`src/rtl/scsi_dma_fifo.sv`:
```
// scsi_dma_fifo: 8 x 32-bit longword FIFO between the SCSI byte engine and the
// CPU/DMA bus. The SCSI side writes and reads single byte lanes under a 2-bit
// byte pointer (BO). The bus side writes whole longwords under byte enables and
// reads whole longwords. Status flags are decoded from registered state.
module scsi_dma_fifo #(
    parameter int DEPTH_LOG2 = 3
) (
    input  logic                  CPUCLK,
    input  logic                  RESET,
    input  logic                  FLUSH,
    input  logic                  INCNI,
    input  logic                  INCNO,
    input  logic                  INCBO,
    input  logic                  LBYTE_,
    input  logic [7:0]            SCSI_ID,
    input  logic                  LLWORD,
    input  logic [3:0]            BE,
    input  logic [31:0]           BUS_ID,
    output logic [31:0]           BUS_OD,
    output logic [7:0]            SCSI_OD,
    output logic [1:0]            BO,
    output logic                  BOEQ0,
    output logic                  BOEQ3,
    output logic                  FIFOEMPTY,
    output logic                  FIFOFULL,
    output logic [DEPTH_LOG2:0]   COUNT,
    output logic                  OVR,
    output logic                  UNR
);

    localparam int DEPTH = 1 << DEPTH_LOG2;

    localparam logic [DEPTH_LOG2-1:0] PTR_ONE    = {{(DEPTH_LOG2-1){1'b0}}, 1'b1};
    localparam logic [DEPTH_LOG2:0]   CNT_ONE    = {{DEPTH_LOG2{1'b0}}, 1'b1};
    localparam logic [DEPTH_LOG2:0]   CNT_ZERO   = {(DEPTH_LOG2+1){1'b0}};
    localparam logic [DEPTH_LOG2:0]   CNT_FULL   = {1'b1, {DEPTH_LOG2{1'b0}}};
    localparam logic [DEPTH_LOG2-1:0] PTR_ZERO   = {DEPTH_LOG2{1'b0}};

    // Big-endian lane mapping: BO=0 addresses bits 31:24, BO=3 bits 7:0.
    // Returns the one-hot lane write mask (bit k covers bits 8k+7:8k).
    function automatic logic [3:0] lane_onehot(input logic [1:0] bo);
        logic [3:0] mask;
        case (bo)
            2'd0:    mask = 4'b1000;
            2'd1:    mask = 4'b0100;
            2'd2:    mask = 4'b0010;
            2'd3:    mask = 4'b0001;
            default: mask = 4'b0000;
        endcase
        return mask;
    endfunction

    // Selects the byte lane addressed by the byte pointer, same mapping as above.
    function automatic logic [7:0] lane_select(input logic [31:0] word, input logic [1:0] bo);
        logic [7:0] lane;
        case (bo)
            2'd0:    lane = word[31:24];
            2'd1:    lane = word[23:16];
            2'd2:    lane = word[15:8];
            2'd3:    lane = word[7:0];
            default: lane = 8'h00;
        endcase
        return lane;
    endfunction

    // Registered state
    logic [DEPTH_LOG2-1:0] ni_r;
    logic [DEPTH_LOG2-1:0] no_r;
    logic [1:0]            bo_r;
    logic [DEPTH_LOG2:0]   count_r;
    logic                  ovr_r;
    logic                  unr_r;
    logic [31:0]           mem_r [DEPTH];

    // Next-state and write-path signals
    logic [DEPTH_LOG2-1:0] ni_nxt_s;
    logic [DEPTH_LOG2-1:0] no_nxt_s;
    logic [1:0]            bo_nxt_s;
    logic [DEPTH_LOG2:0]   count_nxt_s;
    logic                  ovr_nxt_s;
    logic                  unr_nxt_s;
    logic                  full_s;
    logic                  empty_s;
    logic                  push_ok_s;
    logic                  pop_ok_s;
    logic [3:0]            lane_we_s;
    logic [31:0]           lane_data_s;

    assign full_s  = (count_r == CNT_FULL);
    assign empty_s = (count_r == CNT_ZERO);

    // A push is refused only when full and a pop only when empty. Treating the
    // two independently gives the simultaneous-strobe behaviour directly:
    // empty -> push only, full -> pop only, otherwise both pointers move.
    assign push_ok_s = INCNI & ~full_s;
    assign pop_ok_s  = INCNO & ~empty_s;

    // Pointer, count, byte-pointer and sticky-error next-state decode.
    always_comb begin
        ni_nxt_s    = ni_r;
        no_nxt_s    = no_r;
        bo_nxt_s    = bo_r;
        count_nxt_s = count_r;
        ovr_nxt_s   = ovr_r;
        unr_nxt_s   = unr_r;

        if (push_ok_s) begin
            ni_nxt_s = ni_r + PTR_ONE;
        end else begin
            ni_nxt_s = ni_r;
        end

        if (pop_ok_s) begin
            no_nxt_s = no_r + PTR_ONE;
        end else begin
            no_nxt_s = no_r;
        end

        case ({push_ok_s, pop_ok_s})
            2'b10:   count_nxt_s = count_r + CNT_ONE;
            2'b01:   count_nxt_s = count_r - CNT_ONE;
            default: count_nxt_s = count_r;
        endcase

        if (INCBO) begin
            bo_nxt_s = bo_r + 2'd1;
        end else begin
            bo_nxt_s = bo_r;
        end

        ovr_nxt_s = ovr_r | (INCNI & full_s);
        unr_nxt_s = unr_r | (INCNO & empty_s);
    end

    // Write-lane decode: a longword write overrides a byte write in the same
    // cycle; reset and flush cycles discard all strobes including writes.
    always_comb begin
        lane_we_s   = 4'b0000;
        lane_data_s = BUS_ID;
        if (RESET || FLUSH) begin
            lane_we_s   = 4'b0000;
            lane_data_s = BUS_ID;
        end else if (LLWORD) begin
            lane_we_s   = BE;
            lane_data_s = BUS_ID;
        end else if (!LBYTE_) begin
            lane_we_s   = lane_onehot(bo_r);
            lane_data_s = {4{SCSI_ID}};
        end else begin
            lane_we_s   = 4'b0000;
            lane_data_s = BUS_ID;
        end
    end

    // Control state register with synchronous reset; flush has the same effect.
    always_ff @(posedge CPUCLK) begin
        if (RESET) begin
            ni_r    <= PTR_ZERO;
            no_r    <= PTR_ZERO;
            bo_r    <= 2'd0;
            count_r <= CNT_ZERO;
            ovr_r   <= 1'b0;
            unr_r   <= 1'b0;
        end else if (FLUSH) begin
            ni_r    <= PTR_ZERO;
            no_r    <= PTR_ZERO;
            bo_r    <= 2'd0;
            count_r <= CNT_ZERO;
            ovr_r   <= 1'b0;
            unr_r   <= 1'b0;
        end else begin
            ni_r    <= ni_nxt_s;
            no_r    <= no_nxt_s;
            bo_r    <= bo_nxt_s;
            count_r <= count_nxt_s;
            ovr_r   <= ovr_nxt_s;
            unr_r   <= unr_nxt_s;
        end
    end

    // Storage array: per-lane writes into the entry at the current write
    // pointer (before any same-cycle advance). Contents are never reset.
    always_ff @(posedge CPUCLK) begin
        for (int k = 0; k < 4; k++) begin
            if (lane_we_s[k]) begin
                mem_r[ni_r][8*k +: 8] <= lane_data_s[8*k +: 8];
            end
        end
    end

    // Read side has no bypass: outputs show storage as of the previous edge.
    assign BUS_OD    = mem_r[no_r];
    assign SCSI_OD   = lane_select(mem_r[no_r], bo_r);

    assign BO        = bo_r;
    assign BOEQ0     = (bo_r == 2'd0);
    assign BOEQ3     = (bo_r == 2'd3);
    assign FIFOEMPTY = empty_s;
    assign FIFOFULL  = full_s;
    assign COUNT     = count_r;
    assign OVR       = ovr_r;
    assign UNR       = unr_r;

endmodule
```
`config.mk`:
```
export PLATFORM = sky130hd
export DESIGN_NAME = scsi_dma_fifo
export DESIGN_NICKNAME = d
export VERILOG_FILES = /design/src/rtl/scsi_dma_fifo.sv
export SDC_FILE = /design/constraint.sdc
export NUM_CORES = 1
export LEC_CHECK = 0
export BUFFER_PORTS_ARGS = -buffer_cell sky130_fd_sc_hd__buf_2
export CAP_MARGIN = 20
export CORE_ASPECT_RATIO = 0.5
export CORE_MARGIN = 2
export CORE_UTILIZATION = 50
export DETAILED_ROUTE_END_ITERATION = 10
export GPL_ROUTABILITY_DRIVEN = 0
export PLACE_DENSITY = 0.69
export SYNTH_ARGS = -nofsm -noshare
export SYNTH_HDL_FRONTEND = slang
export SYNTH_SLANG_ARGS = --single-unit
```
`constraint.sdc`:
```
create_clock -name CPUCLK -period 2.45 [get_ports CPUCLK]
set_input_delay 0.3675 -clock CPUCLK [delete_from_list [all_inputs] [get_ports CPUCLK]]
set_output_delay 0.3675 -clock CPUCLK [all_outputs]
set_load 0.005 [all_outputs]
```
[After elaboration in Yosys (flattened, before gate mapping)]
Memory sizes are Yosys's and may differ from the RTL's. A register that Yosys moved wholly into a read port is not among the register bits.
Cells that the tools add are included.
Cells by class
  $add $sub $neg: 5
  equal/unequal tests: 6
  multiplexer cells: 19
  bitwise logic cells: 8
  reduce and logical (&&, ||, !) cells: 5
Operator list (count)
  32-bit two-way mux: 3
  8-bit case mux with 4 select lines: 1
  4-bit case mux with 4 select lines: 1
  4-bit two-way mux: 3
  1-bit two-way mux: 8
  4-bit case mux with 2 select lines: 1
  3-bit by 1-bit adder with 3-bit output (second input constant): 2
  2-bit equality test (second input constant): 3
  3-bit two-way mux: 2
  4-bit by 1-bit adder with 4-bit output (second input constant): 1
  1-bit bitwise AND: 4
  2-bit by 1-bit equality test with 1-bit output (second input constant): 2
  4-bit equality test (second input constant): 1
  4-bit zero test: 1
  4-bit by 1-bit subtractor with 4-bit output (second input constant): 1
  2-bit by 1-bit adder with 2-bit output (second input constant): 1
  2-bit zero test: 1
  1-bit inverter: 2
  1-bit bitwise OR: 2
  2-bit nonzero test: 1
  2-bit OR reduction: 1
  1-bit logical OR: 1
Word-level totals
  bits in registers: 14
  memory bits (writable): 256
  bits of input ports: 52
  output and inout bits: 52
  word-level logic and storage cells: 50
  memories: 1
Memories
  mem_r: words 8, bits a word 32, rd ports 1, clocked after memory_dff 1, write ports 1, RTL line 73  | logic [31:0] mem_r [DEPTH];

[Longest topological paths before layout]
  depth after elaboration: 7
  gate-level depth with buffers: 10

[Worst setup path before layout]
Ideal clock, no wire load.
  path type: flip-flop to flip-flop
  start: register count_r[1] (netlist: COUNT[1])
  end: register count_r[2] (netlist: COUNT[2])
  library setup time: 70 ps
  arrival: 2375 ps
  data required time: 2380 ps
  path slack: 5 ps
  stages on the path, launching flop included: 11
  buffers on the path: 1
  period minus slack after synthesis: 2445 ps
  cell sequence: dfxtp_1 -> clkbuf_1 -> nor4b_1 -> nand2b_1 -> ha_1 -> xor2_1 -> ha_1 -> a21oi_1 -> xor2_1 -> or3_1 -> a21oi_1
On the way
  cells in the longest elaborated chain, start to end: 5
  elaborated cells on any way between the ends: 12
  classes of those cells: add/sub (2); eq/ne (3); mux (1); bitwise (4); reduce/logical (2)
Ends and longest elaborated chain
  start: declaration: RTL line 70  | logic [DEPTH_LOG2:0] count_r;
  start signal: assignment: RTL line 175  | count_r <= count_nxt_s;
  4-bit equality test (*): RTL line 89  | assign full_s = (count_r == CNT_FULL);
  named net FIFOFULL: RTL line 25  | output logic FIFOFULL,
  1-bit inverter (*): RTL line 95  | assign push_ok_s = INCNI & ~full_s;
  1-bit bitwise AND (*): RTL line 95
  2-bit by 1-bit equality test with 1-bit output or 2-bit equality test (tied branches): RTL line 119  | case ({push_ok_s, pop_ok_s})
  4-bit case mux with 2 select lines or 2-bit nonzero test (tied branches)
Mark *: on every way through the listed nets, which the timed path passes. The rest lies on a longest branch.
A chain may end at the register's enable or synchronous reset.

==> flow_summary.toml <==
[outcome]
status = "complete, but fails checks"
violations = "setup timing"

[grt]
grt_start_max_net_pins = 22
grt_pass1_vias = 6442
overflow = 0
grt_pass1_wl_um = 40400
antenna_found_initial = 0
grt_usage = 0.236

[drt]
via_per_inst = 5.79
wl_per_cell_um = 24.8
routed_wl_um = 27400
vias = 6400
drc = 0
drt_pass1_iterations = 5
ant_nets = 0
dr.first_iter.drc_count = 715

[clock_network]
htreeDepth = 1
cts.clk_slew.worst_paths_ns = 0.07
cts_made_buffers = 24
holdBufCountCts = 0
clk_latency_ns = 0.52
cts_tree = "yes"
clock-root-buffer = "clkbuf_16"
cts.sinks = 273
ctsLongestPathBuffers = 3

[sta]
clock_skew_ns = 0.0115
worst_slew_margin_rel = 0.520
tightest_slew_ns = 0.720
fin_ws_ns = -0.385
report.final.slew_viol_count = 0
fin_crit_sh = 1.16
fin_crit_ns = 2.84
fmax_mhz = 353
setup_viol = 26
hold_viol = 0
rsz0062_at_grt = "true"
setup_tns_ns = -5.12

[floorplanning]
die_area_um2 = 23900
die_h_um = 110
core_um2 = 21900
initial_core_util = 0.516
rows = 38
io_pins = 104
dieWidth_um = 217

[synth]
ys_ff_latch = 273
syn-mean-instance-area_um2 = 18.2
synth_seq_area_share = 0.710
syn_inst = 621
syn_area_um2 = 11300
syn_nets = 684
synth.distinct_cells = 40
yosys_warnings = 0

[placed_design]
place_ws_ns = 0.0554
dpl.hpwl_um = 18800
port_buffers = 103
dpl.cell_count = 1055

[finish]
num-fill-cells = 1532
antenna_cells = 0
drive_above_1_share = 0.414
final-seq-area_um2 = 8030
multi_input_area_um2 = 3320
fin_cells = 1105
fin_nets = 850
syn2layout_area_growth_pct = 21.6

[min_path]
whs_endpoint = "UNR"
whs_path_depth = 3
min_path_type = "input pin to register"
hold_start = "INCNO"

[worst_setup_path]
cp-start-kind = "register"
reg2reg_to = "mem_r[4][13]"
rr_startpoint = "BO[0]"
end_kind = "output pin"
arrival_ns = 2.47
ff2ff_setup_slack_ns = 0.20
path_class = "register to output pin"
reg2regPathDepth = 6
required_ns = 2.08
cp_max_fo = 5

[pwr]
ir_drop_mv = 0.449
p_leak_nw = 4.84
power_density_nw_per_um2 = 681

[flow_run]
drv_cap = 0
[per-layer routing]
layer  track usage  wire [um]  vias to the layer above
li1              -          -                     2805
met1         0.335      11700                     3302
met2         0.378      12900                      256
met3        0.0461       2060                       37
met4        0.0665        676                        0
met5             0          0                        -
[cells by family after synthesis]
logic type,share of synthesized area
compound gates,0.0559
xor+xnor,0.00698
fa+ha+maj,0.0122
buf+inv,0.0185
flops,0.710
mux,0.153
simple gates,0.0427
[cells in the mapped netlist, drive strengths merged]
| master | instances | area [um2] |
|---|---|---|
| edfxtp | 256 | 7690 |
| nor2 | 59 | 221 |
| mux4 | 48 | 1080 |
| mux2 | 40 | 450 |
| a21o | 32 | 240 |
| buf | 20 | 138 |
| mux2i | 20 | 200 |
| dfxtp | 17 | 340 |
| a221oi | 16 | 234 |
| nand2 | 16 | 60.1 |
| clkbuf | 15 | 56.3 |
| a21oi | 13 | 65.1 |
| ha | 11 | 138 |
| and3 | 8 | 50.1 |
| o22ai | 8 | 50.1 |
| o21ai | 5 | 25.0 |
| xor2 | 5 | 43.8 |
| nand3b | 4 | 30.0 |
| xnor2 | 4 | 35.0 |
| inv | 3 | 11.3 |
| nand2b | 3 | 18.8 |
| nor2b | 3 | 18.8 |
| a22o | 2 | 17.5 |
| or3 | 2 | 12.5 |
| or3b | 2 | 17.5 |
| and2 | 1 | 6.26 |
| and3b | 1 | 8.76 |
| clkinv | 1 | 3.75 |
| nand3 | 1 | 5.00 |
| nor3 | 1 | 5.00 |
| nor3b | 1 | 7.51 |
| nor4 | 1 | 6.26 |
| nor4b | 1 | 8.76 |
| or2 | 1 | 6.26 |
[flip-flops by register name, indices dropped and copies added, names as in the netlist, named ones only]
register	cells
COUNT	4
BO	2
no_r	3
UNR	1
ni_r	3
mem_r	256
OVR	1
[worst max-delay path, stage by stage (launching register included)]
cell and delay, ns:
dfxtp_4 0.41, buf_4 0.17, mux4_2 0.49, mux2_2 0.31, a221oi_4 0.31, a21oi_1 0.12, buf_2 0.14
[placed cells by master, fill, tap and decap left out, drive strengths merged, types with 2 or more instances in the layout]
master	instances
clkbuf	35
mux4	48
buf	175
mux2	40
xor2	5
nor2b	3
a21o	32
nand2	16
xnor2	4
inv	4
or3	2
ha	11
o22ai	8
clkinv	8
mux2i	20
edfxtp	256
or3b	2
dfxtp	17
o21ai	5
a22o	2
nor2	59
nand3b	4
nand2b	3
a221oi	16
a21oi	13
and3	8
[power by group]
| group | total (mW) | internal, mW | leakage [nW] | switching, mW |
|---|---|---|---|---|
| sequential | 5.15 | 5.14 | 2.44 | 0.0165 |
| clock | 3.69 | 2.07 | 0.379 | 1.61 |
| combinational | 0.513 | 0.232 | 2.01 | 0.282 |
[how the worst max path moves through the flow]
stage | from | slack (ns) | cells past startpoint | end
2_1_floorplan | COUNT[1] | 0.005 | 10 | COUNT[2]
3_3_place_gp | register | 0.07 | 7 | SCSI_OD[2]
3_5_place_dp | register | 0.06 | 7 | SCSI_OD[2]
4_1_cts | register | -0.39 | 6 | SCSI_OD[1]
5_1_grt | register | -0.46 | 7 | SCSI_OD[3]
6_report | register | -0.39 | 6 | SCSI_OD[2]
[metrics by stage]
stage	hold slack, ns	util	area (um2)	power [mW]
CTS	0.0912	0.625	13700	9.39
global placement	0.445	0.571	12500	5.71
global route	0.147	0.627	13700	9.62
detailed placement	0.459	0.571	12500	5.72
finish	0.0945	0.627	13700	9.35
floorplan	0.460	-	11300	5.51
[layout make-up]
type | count | area share
repair buffers | 175 | 0.0893
flip-flops and latches | 273 | 0.585
clock inverters | 9 | 0.00519
well taps | 300 | 0.0273
inverters | 4 | 0.00109
multi-input cells | 309 | 0.242
clock buffers | 35 | 0.0505
[timing repair]
action | in CTS | in global routing
endpoints found under the setup margin | 32 | 40
gates resized for setup | 62 | 12
cloned | 1 | 0
pin swaps | 12 | 3
setup buffers | 6 | 0
(Power assumes the default switching activity.)
